$ cat src/rtl/time_keeper_if.sv
// Time-of-day bus: control inputs, preset value and the registered time/pulse outputs.
// The slave side is the time_keeper itself; the master side drives it.
interface time_keeper_if;
    logic [1:0]  mode;
    logic        run;
    logic        hourkey;
    logic        minkey;
    logic        seckey;
    logic        load;
    logic [17:0] load_val;
    logic [17:0] cur_clock;
    logic        sec_tick;
    logic        hour_chime;
    logic        load_err;

    modport master (
        output mode, run, hourkey, minkey, seckey, load, load_val,
        input  cur_clock, sec_tick, hour_chime, load_err
    );

    modport slave (
        input  mode, run, hourkey, minkey, seckey, load, load_val,
        output cur_clock, sec_tick, hour_chime, load_err
    );
endinterface

$ cat src/rtl/time_keeper.sv
// 24 h time-of-day counter: prescaled 1 s tick, set-mode key increments,
// one-cycle preset load with range check, and registered tick/chime pulses.
module time_keeper #(
    parameter int TICK_DIV = 1000
) (
    input  logic          clk,
    input  logic          rst,
    time_keeper_if.slave  bus
);

    localparam int PRE_W = (TICK_DIV > 2) ? $clog2(TICK_DIV) : 1;
    localparam logic [PRE_W-1:0] PRE_LAST = PRE_W'(TICK_DIV - 1);

    // Wrapping increment; anything at or above the limit folds back to zero.
    function automatic logic [5:0] wrap_inc(input logic [5:0] val, input logic [5:0] last);
        if (val >= last) begin
            return 6'd0;
        end else begin
            return val + 6'd1;
        end
    endfunction

    logic [PRE_W-1:0] pre_r;
    logic [5:0]       hour_r;
    logic [5:0]       min_r;
    logic [5:0]       sec_r;
    logic             sec_tick_r;
    logic             hour_chime_r;
    logic             load_err_r;

    logic             set_mode_s;
    logic             counting_s;
    logic             tick_s;
    logic             load_ok_s;
    logic             sec_wrap_s;
    logic             min_wrap_s;
    logic [5:0]       carry_sec_s;
    logic [5:0]       carry_min_s;
    logic [5:0]       carry_hour_s;
    logic [5:0]       key_min_s;
    logic [5:0]       key_hour_s;

    // Mode decode, tick detect, load validation and the carry-chain next values.
    always_comb begin
        set_mode_s   = (bus.mode == 2'b01);
        counting_s   = !set_mode_s && bus.run;
        tick_s       = counting_s && (pre_r == PRE_LAST);
        load_ok_s    = (bus.load_val[17:12] <= 6'd23) &&
                       (bus.load_val[11:6]  <= 6'd59) &&
                       (bus.load_val[5:0]   <= 6'd59);
        sec_wrap_s   = (sec_r == 6'd59);
        min_wrap_s   = (min_r == 6'd59);
        // Full carry chain shared by the tick and the seconds key.
        carry_sec_s  = wrap_inc(sec_r, 6'd59);
        carry_min_s  = sec_wrap_s ? wrap_inc(min_r, 6'd59) : min_r;
        carry_hour_s = (sec_wrap_s && min_wrap_s) ? wrap_inc(hour_r, 6'd23) : hour_r;
        // Minute key carries into the hour but leaves seconds alone.
        key_min_s    = wrap_inc(min_r, 6'd59);
        key_hour_s   = min_wrap_s ? wrap_inc(hour_r, 6'd23) : hour_r;
    end

    // Time, prescaler and pulse registers with rst > load > keys > tick priority.
    always_ff @(posedge clk) begin
        if (rst) begin
            pre_r        <= PRE_W'(0);
            hour_r       <= 6'd0;
            min_r        <= 6'd0;
            sec_r        <= 6'd0;
            sec_tick_r   <= 1'b0;
            hour_chime_r <= 1'b0;
            load_err_r   <= 1'b0;
        end else begin
            sec_tick_r   <= 1'b0;
            hour_chime_r <= 1'b0;
            load_err_r   <= bus.load && !load_ok_s;
            if (bus.load && load_ok_s) begin
                hour_r <= bus.load_val[17:12];
                min_r  <= bus.load_val[11:6];
                sec_r  <= bus.load_val[5:0];
                pre_r  <= PRE_W'(0);
            end else if (set_mode_s) begin
                // Holding pre at zero makes the first tick after set mode a full period away.
                pre_r <= PRE_W'(0);
                if (bus.seckey) begin
                    sec_r  <= carry_sec_s;
                    min_r  <= carry_min_s;
                    hour_r <= carry_hour_s;
                end else if (bus.minkey) begin
                    min_r  <= key_min_s;
                    hour_r <= key_hour_s;
                end else if (bus.hourkey) begin
                    hour_r <= wrap_inc(hour_r, 6'd23);
                end else begin
                    hour_r <= hour_r;
                end
            end else if (tick_s) begin
                pre_r        <= PRE_W'(0);
                sec_r        <= carry_sec_s;
                min_r        <= carry_min_s;
                hour_r       <= carry_hour_s;
                sec_tick_r   <= 1'b1;
                hour_chime_r <= sec_wrap_s && min_wrap_s;
            end else if (counting_s) begin
                pre_r <= pre_r + PRE_W'(1);
            end else begin
                pre_r <= pre_r;
            end
        end
    end

    assign bus.cur_clock  = {hour_r, min_r, sec_r};
    assign bus.sec_tick   = sec_tick_r;
    assign bus.hour_chime = hour_chime_r;
    assign bus.load_err   = load_err_r;

endmodule

$ cat src/flat_wrapper.sv
// flat-port wrapper written by rule: the top's interface ports become plain ports
module time_keeper_flat 
#(
    parameter int TICK_DIV = 1000
)
  (clk, rst, bus_mode, bus_run, bus_hourkey, bus_minkey, bus_seckey, bus_load, bus_load_val, bus_cur_clock, bus_sec_tick, bus_hour_chime, bus_load_err);
  time_keeper_if bus_i ();
  input  logic clk;
  input  logic rst;
  input wire logic [$bits(bus_i.mode)-1:0] bus_mode;
  input wire logic [$bits(bus_i.run)-1:0] bus_run;
  input wire logic [$bits(bus_i.hourkey)-1:0] bus_hourkey;
  input wire logic [$bits(bus_i.minkey)-1:0] bus_minkey;
  input wire logic [$bits(bus_i.seckey)-1:0] bus_seckey;
  input wire logic [$bits(bus_i.load)-1:0] bus_load;
  input wire logic [$bits(bus_i.load_val)-1:0] bus_load_val;
  output wire logic [$bits(bus_i.cur_clock)-1:0] bus_cur_clock;
  output wire logic [$bits(bus_i.sec_tick)-1:0] bus_sec_tick;
  output wire logic [$bits(bus_i.hour_chime)-1:0] bus_hour_chime;
  output wire logic [$bits(bus_i.load_err)-1:0] bus_load_err;
  assign bus_i.mode = bus_mode;
  assign bus_i.run = bus_run;
  assign bus_i.hourkey = bus_hourkey;
  assign bus_i.minkey = bus_minkey;
  assign bus_i.seckey = bus_seckey;
  assign bus_i.load = bus_load;
  assign bus_i.load_val = bus_load_val;
  assign bus_cur_clock = bus_i.cur_clock;
  assign bus_sec_tick = bus_i.sec_tick;
  assign bus_hour_chime = bus_i.hour_chime;
  assign bus_load_err = bus_i.load_err;
  time_keeper #(.TICK_DIV(TICK_DIV)) u_core (.clk(clk), .rst(rst), .bus(bus_i));
endmodule
$ cat config.mk
export PLATFORM = sky130hd
export DESIGN_NAME = time_keeper_flat
export DESIGN_NICKNAME = d
export VERILOG_FILES = /design/src/rtl/time_keeper_if.sv /design/src/rtl/time_keeper.sv /design/src/flat_wrapper.sv
export SDC_FILE = /design/constraint.sdc
export NUM_CORES = 1
export LEC_CHECK = 0
export CAP_MARGIN = 20
export CORE_MARGIN = 2
export CORE_UTILIZATION = 25
export DETAILED_ROUTE_END_ITERATION = 16
export GPL_TIMING_DRIVEN = 0
export HOLD_SLACK_MARGIN = 0.12
export PLACE_DENSITY = 0.57
export SYNTH_ARGS = -nofsm -noshare
export SYNTH_HDL_FRONTEND = slang
export SYNTH_SLANG_ARGS = --single-unit
$ cat constraint.sdc
create_clock -name clk -period 5 [get_ports clk]
set_input_delay 1.25 -clock clk [delete_from_list [all_inputs] [get_ports clk]]
set_output_delay 1.25 -clock clk [all_outputs]
set_load 0.1 [all_outputs]
## Word level (Yosys, flattened, before mapping)

Cells that the tools add are included.
W data, S select, Z words.

| cells by class | value |
|---|---|
| eq/ne operators | 8 |
| multiplexer cells | 22 |
| magnitude comparators | 6 |
| div/mod/pow operators | 0 |
| add/sub/neg operators | 4 |
| shift-type cells | 0 |
| multipliers | 0 |
| bitwise logic cells | 1 |
| reduce and logical (&&, ||, !) cells | 16 |

Operators by type and width:

| cell | count |
|---|---|
| $mux W6 | 21 |
| $add A6 B1 Y6 const B | 3 |
| $eq A6 B6 Y1 const B | 2 |
| $ge A6 B6 Y1 const B | 2 |
| $le A6 B6 Y1 const B | 2 |
| $add A10 B1 Y10 const B | 1 |
| $eq A10 B10 Y1 const B | 1 |
| $ne A5 B5 Y1 const B | 2 |
| $reduce_or A4 Y1 | 2 |
| $logic_and A1 B1 Y1 | 7 |
| $ge A6 B5 Y1 const B | 1 |
| $le A6 B5 Y1 const B | 1 |
| $ne A4 B4 Y1 const B | 1 |
| $reduce_and A2 Y1 | 2 |
| $ne A3 B3 Y1 const B | 1 |
| $reduce_and A3 Y1 | 1 |
| $reduce_bool A3 Y1 | 1 |
| $reduce_or A3 Y1 | 1 |
| $eq A2 B1 Y1 const B | 1 |
| $logic_not A1 Y1 | 2 |
| $mux W1 | 1 |
| $not A1 Y1 | 1 |

| word-level totals | value |
|---|---|
| input bits | 27 |
| output and inout bits | 21 |
| bits in latches | 0 |
| memories kept | 0 |
| memory bits (writable) | 0 |
| register bits | 31 |
| word-level logic and storage cells | 64 |
| memory bits (read-only) | 0 |

## Logic depth before layout (Yosys ltp)

Gate-level depths: netlist of run 1.

| depth | value |
|---|---|
| depth after elaboration | 7 |
| mapped depth | 8 |
| gate-level depth less buffers | 7 |

## Least setup slack after synthesis of run 1

Ideal clock, no wire load.

| path | value |
|---|---|
| kind | input to register |
| start | input port bus_mode[1] |
| end | register u_core.sec_r[3] |
| arrival | 2674 ps |
| buffers on the path | 2 |
| stages | 8 |
| path slack | 2248 ps |
| required time | 4922 ps |
| setup time | 78 ps |
| path through | nand2b_1 > buf_2 > and4_1 > buf_2 > a22oi_1 > o21ai_0 > o311a_1 > nor3_1 |

| between the ends | value |
|---|---|
| word-level cells in the longest chain between the ends | 6 |
| elaborated cells on any way between the ends | 9 |
| classes of those cells | 2 x eq/ne; 2 x mux; 5 x reduce/logical |

RTL lines:

| what | line | source |
|---|---|---|
| start, declared | flat_wrapper.sv:10 | `input wire logic [$bits(bus_i.mode)-1:0] bus_mode;` |
| $eq A2 B1 Y1 * | time_keeper.sv:45 | `set_mode_s = (bus.mode == 2'b01);` |
| $logic_not A1 Y1 | time_keeper.sv:46 | `counting_s = !set_mode_s && bus.run;` |
| $logic_and A1 B1 Y1 | time_keeper.sv:46 |  |
| $logic_and A1 B1 Y1 | time_keeper.sv:47 | `tick_s = counting_s && (pre_r == PRE_LAST);` |
| $reduce_bool A3 Y1 (no source line) | - |  |
| $reduce_and A2 Y1 (no source line) | - |  |
| end signal, assigned | time_keeper.sv:79 | `sec_r <= bus.load_val[5:0];` |
| end signal, assigned | time_keeper.sv:85 | `sec_r <= carry_sec_s;` |
| end signal, assigned | time_keeper.sv:98 | `sec_r <= carry_sec_s;` |
| end, declared | time_keeper.sv:26 | `logic [5:0] sec_r;` |

Mark *: on every way between the ends. The rest lies on a longest branch, timed or not.
A chain may end at the register's enable or synchronous reset.

## Worst setup path in the final report of run 1

| path | value |
|---|---|
| start | input port bus_load_val[3] |
| end | register u_core.sec_r[4] |

| between the ends | value |
|---|---|
| word-level cells in the longest chain between the ends | 5 |
| elaborated cells on any way between the ends | 7 |
| classes of those cells | 1 x order compare; 1 x eq/ne; 1 x mux; 4 x reduce/logical |

RTL lines:

| what | line | source |
|---|---|---|
| start, declared | flat_wrapper.sv:16 | `input wire logic [$bits(bus_i.load_val)-1:0] bus_load_val;` |
| $le A6 B6 Y1 * | time_keeper.sv:50 | `(bus.load_val[5:0] <= 6'd59);` |
| $logic_and A1 B1 Y1 * | time_keeper.sv:49 | `(bus.load_val[11:6] <= 6'd59) &&` |
| $logic_and A1 B1 Y1 * | time_keeper.sv:76 | `if (bus.load && load_ok_s) begin` |
| $ne A3 B3 Y1 (no source line) or $reduce_bool A3 Y1 (tied branches) | - |  |
| $reduce_and A2 Y1 (no source line) | - |  |

Marked as above.

==> flow_summary.yaml, run 1 <==
run_status:
  status: "finished clean"
route:
  routed_via_density: 4.93
  first_pass_iters: 4
  drc: 0
  routed_wl_microns: 4980
  drt_iter0_drc: 82
  dr_total_vias: 1824
  antenna_left: 0
  wl_per_cell_microns: 13.5
timing:
  finalSetupTns_ns: 0
  worstMarginPinSlew_ns: 0.979
  max_freq_mhz: 309
  finClkSkew_ns: 0.00514
  fin_crit_ns: 3.24
  setup_violations: 0
  finalCritPeriodShare_pct: 64.7
  hold_viol: 0
  slew_headroom_pct: 34.5
  drv_slew: 0
  rsz0062_at_grt: "no"
worst_setup_path:
  arrival_ns: 3.41
  critical_path.endpoint: "u_core.sec_r[4]"
  r2r_setup_slack_ns: 2.81
  crit_start: "bus_load_val[3]"
  worstPathMaxFanout: 10
  end_kind: "flip-flop"
  worstReg2RegEnd: "u_core.hour_r[4]"
  ff2ff_path_depth: 7
  startpoint_type: "input port"
  critPathRequiredTime_ns: 5.18
  r2r-start: "u_core.min_r[0]"
  critPathKind: "input port to flip-flop"
cts:
  cts_tree: "done"
  htree_levels: 2
  holdBufCountCts: 0
  cts_resized: 0
  post_cts_buffers: 0
  clk_pin_slew_ns: 0.07
  clock-sinks: 31
  numCtsBuffers: 5
  cts-root-buf: "clkbuf_8"
  clk_path_buf_depth: 2
  clock_insertion_delay_worst_skew_ns: 0.29
floorplan:
  dieArea_sq_mm: 0.00788
  start_util_pct: 26.2
  die_h_microns: 88.8
  die_x_microns: 88.8
  coreArea_sq_mm: 0.00687
  rows: 30
  ios: 48
placement:
  place_congestion: 0.826
  portBuffers: 47
  post-dp-hpwl_microns: 3700
global_route:
  grt_pass1_vias: 1676
  grt_usage_pct: 13.5
  grt_pass1_wl_microns: 8250
  antenna_found_initial: 0
  grt_max_degree: 11
  gr-total-overflow: 0
power:
  pwr-share-comb_pct: 25.1
  switching_share_pct: 32.6
  power.net_switching_mw: 0.232
  power_density_mw_per_mm2: 283
  p_int_mw: 0.478
  seq_power_share_pct: 38.2
  ir_drop_v: 0.000102
  leakage_nw: 0.875
  pwr-share-clk_pct: 36.8
yosys:
  synth_mux_area_share_pct: 1.67
  synth_xor_area_share_pct: 4.87
  syn_area_sq_mm: 0.00180
  synth_compound_area_share_pct: 21.3
  synth_top_family_by_area: "simple AND/OR/NAND/NOR gates"
  yosys.area_share.adder_pct: 3.34
  synth_nets: 250
  synth-edff-count: 0
  yosys.area_share.simple_pct: 31.3
  ys_types: 51
  async_reset_ff_share_pct: 0
  synth_ff_type: "dfxtp_1"
  synth_warnings: 0
  syn_inst: 219
  avgSynthCellArea_sq_um: 8.20
  synth-seq-cells: 31
  yosysSeqAreaShare_pct: 34.5
finish:
  diodes: 0
  drive_above_1_share_pct: 7.66
  finish.utilization_pct: 36.5
  area_growth_pct: 39.4
  nets: 304
  fillers: 725
run:
  drv_cap: 0
hold_path:
  hold_class: "flip-flop to flip-flop"
[layout by cell type, fill, tap and decap left out, drive strengths merged, types with 5 or more instances in the layout]
cell type,instances
a21oi,8
nand4,6
a211oi,5
clkdlybuf4s50,47
nand3,9
nand2,19
o21ai,11
xnor2,5
a311oi,6
nor2,39
xor2,5
dfxtp,31
nor3,8
clkbuf,14
[through the flow]
stage / setup slack, ns / cells / hold WS [ns] / total power, mW / cell area [sq um]
CTS: 1.81 / 370 / 0.479 / 0.716 / 2500
detailed placement: 1.54 / 362 / 0.468 / 0.454 / 2390
floorplan: 2.25 / 219 / 0.479 / 0.395 / 1800
global placement: 1.51 / 362 / 0.462 / 0.453 / 2390
global route: 1.63 / 370 / 0.511 / 0.740 / 2500
finish: 1.76 / 370 / 0.476 / 0.709 / 2500
[per-layer routing]
layer  routed length [microns]  GRT usage, %  up-vias
met5                         0             0        -
met4                        61          4.13        0
met3                       293          3.64        6
met2                      2160          20.6       44
met1                      2470          18.5      863
li1                          -             -      911
[cells by family after synthesis]
| family | count (synthesis) |
|---|---|
| xor+xnor | 10 |
| simple gates | 107 |
| buf+inv | 13 |
| flops | 31 |
| mux | 3 |
| compound gates | 50 |
| fa+ha+maj | 5 |
[power by group through the flow]
stage	registers (mW)	logic (mW)	clock network, mW
after global placement	0.276	0.177	0
after floorplan	0.344	0.0515	0
after global routing	0.273	0.190	0.278
final	0.271	0.178	0.261
after detailed placement	0.276	0.178	0
after CTS	0.271	0.179	0.267
[worst min-delay path by stage]
stage,start,end,slack [ns],depth (start not counted)
floorplan,u_core.pre_r[1],u_core.pre_r[1],0.48,2
global placement,u_core.hour_r[5],u_core.hour_r[5],0.46,2
detailed placement,u_core.hour_r[5],u_core.hour_r[5],0.47,2
CTS,u_core.hour_r[5],u_core.hour_r[5],0.48,2
global route,u_core.hour_r[5],u_core.hour_r[5],0.51,2
finish,u_core.hour_r[5],u_core.hour_r[5],0.48,2
[cell usage after synthesis, types with 2 or more instances]
cell type / n / area share, %
xnor2_1: 5 / 2.4
nand3b_1: 3 / 1.3
nor2b_1: 4 / 1.4
and3_1: 4 / 1.4
nand2_1: 19 / 4.0
a211oi_1: 5 / 2.1
and4_1: 3 / 1.5
a311oi_1: 6 / 2.9
nand3_1: 9 / 2.5
ha_1: 4 / 2.8
nand4_1: 5 / 1.7
mux2i_1: 3 / 1.7
o21ai_0: 10 / 2.8
xor2_1: 5 / 2.4
nor2_1: 39 / 8.1
a31oi_1: 4 / 1.4
clkbuf_1: 8 / 1.7
inv_1: 2 / 0.42
buf_2: 3 / 0.84
a21oi_1: 7 / 1.9
nand2b_1: 2 / 0.70
nor3_1: 8 / 2.2
nor4_1: 3 / 1.0
dfxtp_1: 31 / 35
[registers in the layout, summed over array words and instances, names as in the netlist]
signal,count
u_core.pre_r,10
u_core.bus.sec_tick,1
u_core.bus.hour_chime,1
u_core.min_r,6
u_core.bus.load_err,1
u_core.hour_r,6
u_core.sec_r,6
[cell type report]
class | count | area [sq um] | share of cell area (%)
Timing Repair Buffer | 47 | 470 | 18.8
Clock inverter | 2 | 35.0 | 1.40
Tap cell | 96 | 120 | 4.80
Multi-Input combinational cell | 175 | 1120 | 44.9
Inverter | 2 | 7.51 | 0.300
Sequential cell | 31 | 621 | 24.8
Buffer | 11 | 45.0 | 1.80
Clock buffer | 6 | 82.6 | 3.30
[worst max-delay path, cell delays in order]
cell and delay, ns:
clkdlybuf4s50_1 0.50, nand4_1 0.18, nand4_1 0.25, clkbuf_1 0.40
clkbuf_1 0.49, o21ai_0 0.18, o211a_1 0.16
Note: power is estimated with default switching activity, not from simulation.
==> run 2: changes to the inputs <==
clock period = 3 ns   (was 5 ns; I/O delays follow)
==> results of run 2 <==
Same layout as run 1 (identical final DEF). Status: finished clean.
Among the figures that moved: setup slack after placement 1.54 ns -> 0.0350 ns; setup slack after layout 1.76 ns -> 0.265 ns; register-to-register setup slack 2.81 ns -> 0.81 ns; total power 0.709 mW -> 1.18 mW; worst IR drop on VDD 0.000102 V -> 0.000169 V
